`src/rtl/ysyx_22050710_sram_arbiter.sv`:
```
// Two-requester SRAM arbiter: m0 (fetch) and m1 (load/store) share one single-port SRAM.
// Round-robin grant in IDLE, one response per grant, with a HOLD buffer for response backpressure.
module ysyx_22050710_sram_arbiter #(
    parameter int SRAM_ADDR_WD  = 32,
    parameter int SRAM_DATA_WD  = 64,
    parameter int SRAM_WMASK_WD = 8
) (
    input  logic                     i_clk,
    input  logic                     i_rst_n,

    input  logic                     i_m0_valid,
    output logic                     o_m0_ready,
    input  logic [SRAM_ADDR_WD-1:0]  i_m0_addr,
    input  logic                     i_m0_wen,
    input  logic [SRAM_WMASK_WD-1:0] i_m0_wmask,
    input  logic [SRAM_DATA_WD-1:0]  i_m0_wdata,
    output logic                     o_m0_rvalid,
    output logic [SRAM_DATA_WD-1:0]  o_m0_rdata,
    input  logic                     i_m0_rready,

    input  logic                     i_m1_valid,
    output logic                     o_m1_ready,
    input  logic [SRAM_ADDR_WD-1:0]  i_m1_addr,
    input  logic                     i_m1_wen,
    input  logic [SRAM_WMASK_WD-1:0] i_m1_wmask,
    input  logic [SRAM_DATA_WD-1:0]  i_m1_wdata,
    output logic                     o_m1_rvalid,
    output logic [SRAM_DATA_WD-1:0]  o_m1_rdata,
    input  logic                     i_m1_rready,

    output logic [SRAM_ADDR_WD-1:0]  o_sram_addr,
    output logic                     o_sram_ren,
    output logic                     o_sram_wen,
    output logic [SRAM_WMASK_WD-1:0] o_sram_wmask,
    output logic [SRAM_DATA_WD-1:0]  o_sram_wdata,
    input  logic [SRAM_DATA_WD-1:0]  i_sram_rdata
);

    typedef enum logic [1:0] {
        IDLE   = 2'd0,
        ACCESS = 2'd1,
        HOLD   = 2'd2
    } state_t;

    // Requester encoding shared by the pointer and the owner register: 0 = m0, 1 = m1.
    localparam logic SEL_M0 = 1'b0;
    localparam logic SEL_M1 = 1'b1;

    state_t                    state_q, state_d;
    logic                      rr_ptr_q, rr_ptr_d;
    logic                      owner_q, owner_d;
    logic                      is_write_q, is_write_d;
    logic [SRAM_DATA_WD-1:0]   rbuf_q, rbuf_d;

    logic                      accept_en;
    logic                      grant_m0;
    logic                      grant_m1;
    logic                      grant_any;
    logic                      grant_wen;
    logic                      resp_valid;
    logic [SRAM_DATA_WD-1:0]   resp_data;
    logic                      owner_rready;

    // Reset gates the grant path too, so ready/ren/wen drop the instant i_rst_n falls.
    always_comb begin
        accept_en = i_rst_n && (state_q == IDLE);
        grant_m0  = accept_en && i_m0_valid && (!i_m1_valid || (rr_ptr_q == SEL_M0));
        grant_m1  = accept_en && i_m1_valid && !grant_m0;
        grant_any = grant_m0 || grant_m1;
        grant_wen = grant_m1 ? i_m1_wen : i_m0_wen;
    end

    assign o_m0_ready = grant_m0;
    assign o_m1_ready = grant_m1;

    // NOTE: every signal written in an always_comb gets a default first, so no path can infer a latch.
    always_comb begin
        o_sram_addr  = '0;
        o_sram_wmask = '0;
        o_sram_wdata = '0;
        o_sram_ren   = 1'b0;
        o_sram_wen   = 1'b0;
        if (grant_m1) begin
            o_sram_addr  = i_m1_addr;
            o_sram_wmask = i_m1_wmask;
            o_sram_wdata = i_m1_wdata;
        end else if (grant_m0) begin
            o_sram_addr  = i_m0_addr;
            o_sram_wmask = i_m0_wmask;
            o_sram_wdata = i_m0_wdata;
        end
        if (grant_any) begin
            o_sram_ren = !grant_wen;
            o_sram_wen = grant_wen;
        end
    end

    // Response side: writes are acknowledged with zero data; HOLD replays the buffered word.
    always_comb begin
        resp_valid = i_rst_n && ((state_q == ACCESS) || (state_q == HOLD));
        resp_data  = '0;
        if (state_q == HOLD) begin
            resp_data = rbuf_q;
        end else if (state_q == ACCESS && !is_write_q) begin
            resp_data = i_sram_rdata;
        end
        owner_rready = (owner_q == SEL_M1) ? i_m1_rready : i_m0_rready;
    end

    always_comb begin
        o_m0_rvalid = 1'b0;
        o_m1_rvalid = 1'b0;
        o_m0_rdata  = '0;
        o_m1_rdata  = '0;
        if (resp_valid) begin
            if (owner_q == SEL_M1) begin
                o_m1_rvalid = 1'b1;
                o_m1_rdata  = resp_data;
            end else begin
                o_m0_rvalid = 1'b1;
                o_m0_rdata  = resp_data;
            end
        end
    end

    always_comb begin
        state_d    = state_q;
        rr_ptr_d   = rr_ptr_q;
        owner_d    = owner_q;
        is_write_d = is_write_q;
        rbuf_d     = rbuf_q;
        unique case (state_q)
            IDLE: begin
                if (grant_any) begin
                    owner_d    = grant_m1 ? SEL_M1 : SEL_M0;
                    is_write_d = grant_wen;
                    rr_ptr_d   = grant_m1 ? SEL_M0 : SEL_M1;
                    state_d    = ACCESS;
                end
            end
            ACCESS: begin
                if (owner_rready) begin
                    state_d = IDLE;
                end else begin
                    // SRAM read data is only valid this one cycle, so park it before stalling.
                    rbuf_d  = resp_data;
                    state_d = HOLD;
                end
            end
            HOLD: begin
                if (owner_rready) begin
                    state_d = IDLE;
                end
            end
            default: state_d = IDLE;
        endcase
    end

    // NOTE: state registers use non-blocking assignments so every flop samples pre-edge values.
    // NOTE: the response buffer is reset too, so a stalled word never survives a reset.
    always_ff @(posedge i_clk or negedge i_rst_n) begin
        if (!i_rst_n) begin
            state_q    <= IDLE;
            rr_ptr_q   <= SEL_M0;
            owner_q    <= SEL_M0;
            is_write_q <= 1'b0;
            rbuf_q     <= '0;
        end else begin
            state_q    <= state_d;
            rr_ptr_q   <= rr_ptr_d;
            owner_q    <= owner_d;
            is_write_q <= is_write_d;
            rbuf_q     <= rbuf_d;
        end
    end

endmodule

```
`config.mk`:
```
export PLATFORM = sky130hd
export DESIGN_NAME = ysyx_22050710_sram_arbiter
export DESIGN_NICKNAME = d
export VERILOG_FILES = /design/src/rtl/ysyx_22050710_sram_arbiter.sv
export SDC_FILE = /design/constraint.sdc
export NUM_CORES = 1
export LEC_CHECK = 0
export BUFFER_PORTS_ARGS = -buffer_cell sky130_fd_sc_hd__buf_2
export CAP_MARGIN = 20
export CELL_PAD_IN_SITES_DETAIL_PLACEMENT = 1
export CELL_PAD_IN_SITES_GLOBAL_PLACEMENT = 2
export CORE_AREA = 2 2 204 206
export DETAILED_ROUTE_END_ITERATION = 16
export DIE_AREA = 0 0 206 208
export GPL_ROUTABILITY_DRIVEN = 0
export HOLD_SLACK_MARGIN = 0.15
export PLACE_DENSITY = 0.59
export SLEW_MARGIN = 5
export SYNTH_ARGS = -nofsm -noshare
export SYNTH_HDL_FRONTEND = slang
export SYNTH_SLANG_ARGS = --single-unit
```
`constraint.sdc`:
```
create_clock -name i_clk -period 1.9 [get_ports i_clk]
set_input_delay 0.095 -clock i_clk [delete_from_list [all_inputs] [get_ports i_clk]]
set_output_delay 0.095 -clock i_clk [all_outputs]
set_load 0.01 [all_outputs]
```
Word-level counts from Yosys, hierarchy flattened
Index checks and enable logic that the tools add are counted.
{"block": "totals", "register_bits": 69, "in_bits": 280, "out_inout_bits": 238}
{"block": "op_classes", "eq_ne": 4, "muxes": 26, "bitwise_logic": 2, "reduce_logical": 18}
{"operator": "$mux W64", "n": 8}
{"operator": "$mux W32", "n": 2}
{"operator": "$mux W8", "n": 2}
{"operator": "$mux W1", "n": 10}
{"operator": "$logic_and A1 B1 Y1", "n": 7}
{"operator": "$mux W2", "n": 3}
{"operator": "$pmux W2 S3", "n": 1}
{"operator": "$reduce_and A2 Y1", "n": 3}
{"operator": "$logic_not A1 Y1", "n": 4}
{"operator": "$ne A2 B2 Y1 const B", "n": 2}
{"operator": "$logic_or A1 B1 Y1", "n": 3}
{"operator": "$eq A2 B1 Y1 const B", "n": 1}
{"operator": "$eq A2 B2 Y1 const B", "n": 1}
{"operator": "$logic_not A2 Y1", "n": 1}
{"operator": "$not A1 Y1", "n": 2}

Longest topological paths before layout
Gate-level depths: netlist (run 1).
{"block": "depth", "depth_word": 9, "ltp_mapped": 8}

Least setup slack after synthesis (run 1)
Ideal clock, no wire load.
{"block": "synth_timing", "kind": "reg-to-output", "start": "register state_q[0]", "end": "output port o_sram_addr[0]", "t_arrival_ps": 1576, "required_ps": 1805, "setup_slack_ps": 229, "path_stages_with_launch": 9, "n_path_buf": 3, "path_cell_list": "dfrtp_1 inv_1 ha_1 and3_4 and2_1 buf_6 buf_6 buf_6 a22o_1"}
{"block": "synth_between", "elab_chain_cells": 7, "word_cells_on_any_way": 9, "classes_between": "mux: 2; reduce/logical: 7"}
{"element": "start, declared", "line_no": "49", "source": "state_t state_q, state_d;"}
{"element": "start signal, assigned", "line_no": "169", "source": "state_q <= state_d;"}
{"element": "$logic_not A2 Y1 *", "line_no": "66", "source": "accept_en = i_rst_n && (state_q == IDLE);"}
{"element": "$logic_and A1 B1 Y1 *", "line_no": "66"}
{"element": "$logic_and A1 B1 Y1 (2 in series)", "line_no": "67", "source": "grant_m0 = accept_en && i_m0_valid && (!i_m1_valid || (rr_ptr_q == SEL_M0));"}
{"element": "$logic_not A1 Y1", "line_no": "68", "source": "grant_m1 = accept_en && i_m1_valid && !grant_m0;"}
{"element": "$logic_and A1 B1 Y1", "line_no": "68"}
{"element": "$mux W32 *", "line_no": "83", "source": "if (grant_m1) begin"}
{"element": "end, declared", "line_no": "31", "source": "output logic [SRAM_ADDR_WD-1:0] o_sram_addr,"}
Every way passes the cells marked *; elsewhere a longest branch is shown, timed or not.

Final worst setup path (run 1)
{"block": "layout_timing", "start": "register state_q[1]", "end": "output port o_sram_addr[29]"}
The elaborated chain is that of the path after synthesis.

==> results of run 1 <==
metrics by stage:
stage	cell area (sq um)	hold slack, ns	power, uW	std cells
floorplan	4780	-0.201	5050	531
global placement	8190	0.0789	7540	1558
detailed placement	8190	0.0871	7600	1558
CTS	10800	0.175	11700	1691
global route	11500	0.176	13100	1714
finish	11500	0.166	12400	1716
registers in the layout, indices dropped and copies added (netlist names):
register,flops
is_write_q,1
rbuf_q,64
owner_q,1
rr_ptr_q,1
state_q,2
repair_timing:
action | in CTS | in global routing
hold buffers | 66 | 0
gates resized for setup | 190 | 72
buffers inserted | 31 | 19
cloned | 21 | 10
setup endpoints to repair | 236 | 291
pin swaps | 107 | 97
hold endpoints to repair | 70 | 0
layout make-up:
| type | instances | area share [%] |
|---|---|---|
| Antenna cell | 4 | 0.0872 |
| Clock buffer | 11 | 2.20 |
| Clock inverter | 5 | 0.927 |
| Inverter | 4 | 0.131 |
| Multi-Input combinational cell | 391 | 27.2 |
| Sequential cell | 69 | 15.0 |
| Tap cell | 532 | 5.80 |
| Timing Repair Buffer | 700 | 48.6 |
layout by cell type, fill, tap and decap left out, types with 2 or more instances in the layout:
master	netlist	layout
buf_2	30	447
a22o_1	168	148
nor2_1	131	129
buf_6	12	91
dfrtp_1	69	69
dlygate4sd3_1	0	66
a22oi_2	0	40
buf_4	1	32
buf_12	0	26
a22oi_1	65	25
a22o_4	0	20
clkbuf_16	0	17
buf_16	0	17
buf_8	0	11
diode_2	0	4
bufinv_16	0	3
inv_2	0	2
and3_4	1	2
nand3b_1	2	2
nor2_2	0	2
nand3_2	0	2
inv_1	4	2
a21o_1	2	2
ha_4	0	2
clkbuf_8	0	2
bufbuf_16	0	2
layer usage:
layer,part of all wire (%),vias up,global-route usage (%),routed length (um)
li1,-,3335,-,-
met1,37,3624,20.2,16100
met2,51,372,34.4,22400
met3,6.9,64,4.12,2990
met4,4.5,8,7.71,1980
met5,0.12,-,0,53
power groups by stage:
stage / sequential (uW) / combinational [uW] / clock, uW
after CTS: 2220 / 7300 / 2170
after global routing: 2300 / 8580 / 2230
after detailed placement: 2200 / 5400 / 0
after global placement: 2200 / 5330 / 0
after floorplan: 2130 / 2910 / 0
final: 2250 / 8080 / 2100
critical path, cell delays in order (launching register included):
cell and delay [ns]:
dfrtp_1 0.39, inv_2 0.08, ha_4 0.17, and3_4 0.14, and2_4 0.18, buf_12 0.13
buf_12 0.14, buf_8 0.13, a22o_1 0.25, buf_6 0.15
final timing paths:
check,end,slack (ns),depth (start not counted)
worst min-delay path,rbuf_q[50],0.17,3
worst max register to register,rbuf_q[2],0,9
worst max-delay path,o_sram_addr[29],-0.32,9
max in group asynchronous,rbuf_q[12],1.09,3
worst min register to register,rbuf_q[42],0.50,1
min in group i_clk,is_write_q,0.18,3
kinds of logic after synthesis:
group	share of synthesized area [%]
AND/OR/NAND/NOR	12.1
multiplexers	0.288
adder cells (fa/ha/maj)	0.785
AO/OA/AOI/OAI	42.4
flip-flops	36.1
buffers and inverters	8.32
==> reports/qor.yml, run 1 <==
status:
  status: "finished with violations"
  failed_checks: "setup timing"
clock_tree:
  cts_buffers: 9
  clk_pin_slew_worst_paths_ns: 0.07
  cts_tree: "built"
  cts.sinks: 69
  clk_latency_ns: 0.34
  cts_buffer_depth: 2
  cts-root-buf: "clkbuf_16"
  htree_levels: 3
yosys:
  synth_cells: 531
  yosysTopAreaCellShare_pct: 36.1
  ys_seq_area_share_pct: 36.1
  synth_edf_count: 0
  synth_cell_types: 29
  synth_top_area_cell: "dfrtp_1"
  ys.flop_type: "dfrtp_1"
  synth_nets: 814
  synth_most_common_cell: "a22o_1"
  syn_area_sq_um: 4780
  synth_area_leaders: "dfrtp_1 36%, a22o_1 31%, nor2_1 10%, a22oi_1 10%, buf_2 3.1%"
  synth_common_cells: "168 x a22o_1, 131 x nor2_1, 69 x dfrtp_1, 65 x a22oi_1, 30 x buf_2"
  yosysWarningCount: 0
  async_flop_share_pct: 100
  post_synth.cell_area_avg_sq_um: 9.01
  synth_seq_cells: 69
drt:
  drt-initial-drc-count: 376
  drtAntennaViolNets: 0
  via_per_inst: 4.31
  wire_per_inst_um: 25.4
  drt-total-wl_um: 43500
  post-route-drc-count: 0
  first_pass_iters: 4
  num_vias: 7403
timing:
  fin_crit_ns: 2.22
  final_hold_viol_count: 0
  slew_headroom_pct: 39.4
  skew_ns: 0.00790
  setup_viol: 235
  fin_crit_sh_pct: 117
  fin_setup_tns_ns: -53.74
  slew_viol_final: 0
  rsz0062_at_grt: "yes"
  worst_slew_pin_slew_ns: 0.910
  fmax_mhz: 450
  layout_setup_ws_ns: -0.323
layout:
  fillers: 4793
  syn_to_final_growth_pct: 140
  final_nets: 1458
  final_util_pct: 28.3
  drive_gt1_share_pct: 61.7
  multiInputGateArea_sq_um: 3120
  regArea_sq_um: 1730
die:
  dieArea_sq_um: 42800
  core_area_sq_um: 40600
  die_x_um: 206
  io_pins: 518
  die_y_um: 208
  rows: 74
  start_util_pct: 11.8
power:
  switching_power_uw: 4990
  peakVddDrop_uv: 326
  switching_share_pct: 40.1
  power_frac_clock_pct: 16.9
  p_leak_uw: 0.00575
  powerDensity_nw_per_um2: 1080
  p_int_uw: 7440
  power_frac_comb_pct: 65.0
  p_seq_share_pct: 18.1
setup_path:
  start_kind: "register"
  worstSetupStartpoint: "state_q[1]"
  r2r_start: "state_q[0]"
  crit_required_ns: 1.80
  critPathCaptureType: "output port"
  crit_type: "register to output port"
  path_max_fanout: 6
  cp.arrival_ns: 2.13
global_routing:
  grt_pass1_wl_um: 57400
  grt_pass1_vias: 7816
  grt_max_degree: 65
  grtUsageTotal_pct: 18.6
  gr-total-overflow: 0
  antenna_found_initial: 11
placement:
  place_ws_ns: -0.0214
  post-dp-hpwl_um: 31300
  io_buffer_count: 517
job:
  cap_violations: 0
min_path:
  min_path_type: "input port to async pin"
Note: power is estimated with default switching activity, not from simulation.
==> run 2: changes to the inputs <==
--- a/config.mk
+++ b/config.mk
@@ -10,11 +10,13 @@
 export CELL_PAD_IN_SITES_DETAIL_PLACEMENT = 1
 export CELL_PAD_IN_SITES_GLOBAL_PLACEMENT = 2
 export CORE_AREA = 2 2 204 206
+export CTS_BUF_LIST = sky130_fd_sc_hd__clkbuf_2 sky130_fd_sc_hd__clkbuf_4 sky130_fd_sc_hd__clkbuf_8
 export DETAILED_ROUTE_END_ITERATION = 16
 export DIE_AREA = 0 0 206 208
 export GPL_ROUTABILITY_DRIVEN = 0
 export HOLD_SLACK_MARGIN = 0.15
 export PLACE_DENSITY = 0.59
+export SETUP_SLACK_MARGIN = 0.2
 export SLEW_MARGIN = 5
 export SYNTH_ARGS = -nofsm -noshare
 export SYNTH_HDL_FRONTEND = slang
==> reports/qor.yml, run 2 (same netlist as run 1, synthesis figures left out) <==
status:
  status: "finished with violations"
  failed_checks: "setup timing"
placement:
  post-dp-hpwl_um: 31300  # unchanged
  io_buffer_count: 517  # unchanged
  place_ws_ns: -0.0214  # unchanged
setup_path:
  critPathMostFrequentCell: "buf_12"
  crit_required_ns: 1.80  # about the same
  r2r_end: "rbuf_q[28]"
  cp.arrival_ns: 2.17  # +0.04 ns
  r2r_start: "state_q[0]"
  cpMaxStageDelayCell: "dfrtp_1"
  max_stage_delay_ns: 0.40  # about the same
  rrSetupSlack_ns: -0.34  # -0.34 ns
  critPathCaptureType: "output port"
  start_kind: "register"
  path_max_fanout: 6  # unchanged
  ff2ff_path_depth: 11  # +2
  cp_cell_sequence: "inv_2 -> ha_4 -> and3_4 -> and2_4 -> buf_12 -> buf_12 -> buf_16 -> a22o_1 -> buf_2"
  crit_type: "register to output port"
timing:
  fin_crit_ns: 2.27  # +0.0427 ns
  worst_slew_pin_slew_ns: 0.915  # +0.00493 ns
  skew_ns: 0.0102  # +0.00227 ns
  setup_viol: 301  # +28%
  fmax_mhz: 441  # -1.9%
  layout_setup_ws_ns: -0.366  # -0.0427 ns
  rsz0062_at_grt: "yes"
  slew_viol_final: 0  # unchanged
  hold_ws_ns: 0.143  # -0.0220 ns
  final_hold_viol_count: 0  # unchanged
  fin_crit_sh_pct: 119  # +2.2 points
  slew_headroom_pct: 39.0  # -0.33 points
drt:
  wire_per_inst_um: 25.9  # +2.1%
  drt-total-wl_um: 44700  # +2.7%
  wl_met3_um: 3030  # +1.4%
  first_pass_iters: 6  # +2
  post-route-drc-count: 0  # unchanged
  topRoutingLayerUsed: "met5"
  drtAntennaViolNets: 0  # unchanged
  via_per_inst: 4.35  # +0.82%
  wl_met1_um: 16500  # +2.5%
  num_vias: 7507  # +1.4%
  wl_met2_um: 23300  # +4.2%
  drt-initial-drc-count: 351  # -6.6%
clock_tree:
  cts_tree: "built"
  clk_pin_slew_worst_paths_ns: 0.09  # +0.02 ns
  clk_latency_ns: 0.37  # +0.03 ns
  cts-root-buf: "clkbuf_8"
  cts.sinks: 69  # unchanged
  cts_buffer_depth: 2  # unchanged
  htree_levels: 3  # unchanged
  cts_buffers: 9  # unchanged
global_routing:
  antenna_found_initial: 11  # unchanged
  grt_max_degree: 65  # unchanged
  grt_pass1_vias: 7939  # +1.6%
  grt_pass1_wl_um: 59900  # +4.4%
  grtUsageTotal_pct: 19.6  # +0.96 points
  gr-total-overflow: 0  # unchanged
die:
  io_pins: 518  # unchanged
  start_util_pct: 11.8  # unchanged
  core_area_sq_um: 40600  # unchanged
  die_y_um: 208  # unchanged
  die_x_um: 206  # unchanged
  rows: 74  # unchanged
  dieArea_sq_um: 42800  # unchanged
layout:
  final_common_cell: "buf_2"
  syn_to_final_growth_pct: 145
  fillers: 4780  # -0.27%
  drive_gt1_share_pct: 63.8  # +2.1 points
  top_regs: "rbuf_q x64, state_q x2"
  largest_register_ffs: 64  # unchanged
  final_cell_mix: "446 x buf_2, 149 x a22o_1, 129 x nor2_1"
  max_flop_register: "rbuf_q"
  final_nets: 1469  # +0.75%
min_path:
  min_path_type: "input port to async pin"
power:
  p_leak_uw: 0.00582  # +1.4%
  powerDensity_nw_per_um2: 1100  # +1.3%
  peakVddDrop_uv: 355  # +8.8%
job:
  cap_violations: 0  # unchanged
[run 2: cell types whose count changed in the layout (fill, tap and decap cells not counted), sizes merged]
cell / change
buf: +9
bufbuf: +2
clkbuf: -1
diode: -1
dlygate4sd3: +1
[run 2: worst max-delay path, delay by kind of cell (launching register included)]
kind / cells / cell delay (ns)
buf+inv: 5 / 0.67
flops: 1 / 0.40
simple gates: 2 / 0.33
compound gates: 1 / 0.23
fa+ha+maj: 1 / 0.17
[run 2: repair_timing]
item,in CTS,in global routing
hold endpoints to repair,70,0
setup endpoints to repair,303,304
cloned,25,8
pin swaps,124,111
hold buffers,67,0
resized for setup,220,73
setup buffers,36,14
[run 2: layout make-up]
cell class,count,area (sq um),share of cell area (%)
Sequential cell,69,1730,14.7
Antenna cell,3,7.51,0.0640
Tap cell,532,666,5.67
Timing Repair Buffer,711,5830,49.7
Clock inverter,5,106,0.906
Inverter,4,17.5,0.149
Multi-Input combinational cell,391,3230,27.5
Clock buffer,11,151,1.29
[run 2: worst max-delay path by stage]
stage / start / cells past startpoint / endpoint
after floorplan: state_q[0] / 8 / o_sram_addr[0]
after global placement: state_q[0] / 8 / o_sram_wdata[20]
after detailed placement: state_q[0] / 8 / o_sram_addr[27]
after CTS: state_q[1] / 9 / o_sram_addr[26]
after global routing: state_q[0] / 10 / o_m1_rdata[20]
final: state_q[1] / 9 / o_sram_wdata[19]
[run 2: where the power goes]
part           leakage (uW)  switching (uW)  internal, uW
sequential         0.000909             349          1930
combinational       0.00479            4230          4740
clock              0.000126             676           947
total               0.00582            5260          7610
[run 2: per-stage QoR]
step / util (%) / cells / cell area, sq um / total power (uW) / setup TNS [ns]
final: 28.9 / 1726 / 11700 / 12900 / -79.10
after global routing: 28.9 / 1724 / 11700 / 13600 / -111.56
after CTS: 27.3 / 1702 / 11100 / 12100 / -76.90
after detailed placement: 20.2 / 1558 / 8190 / 7600 / -0.0711
after global placement: 20.2 / 1558 / 8190 / 7540 / 0
after floorplan: - / 531 / 4780 / 5050 / 0
[run 2: routing by layer]
layer	global-route usage, %	up-vias
li1	-	3364
met4	6.87	10
met1	21.2	3734
met3	4.24	61
met5	0	-
met2	36.8	338
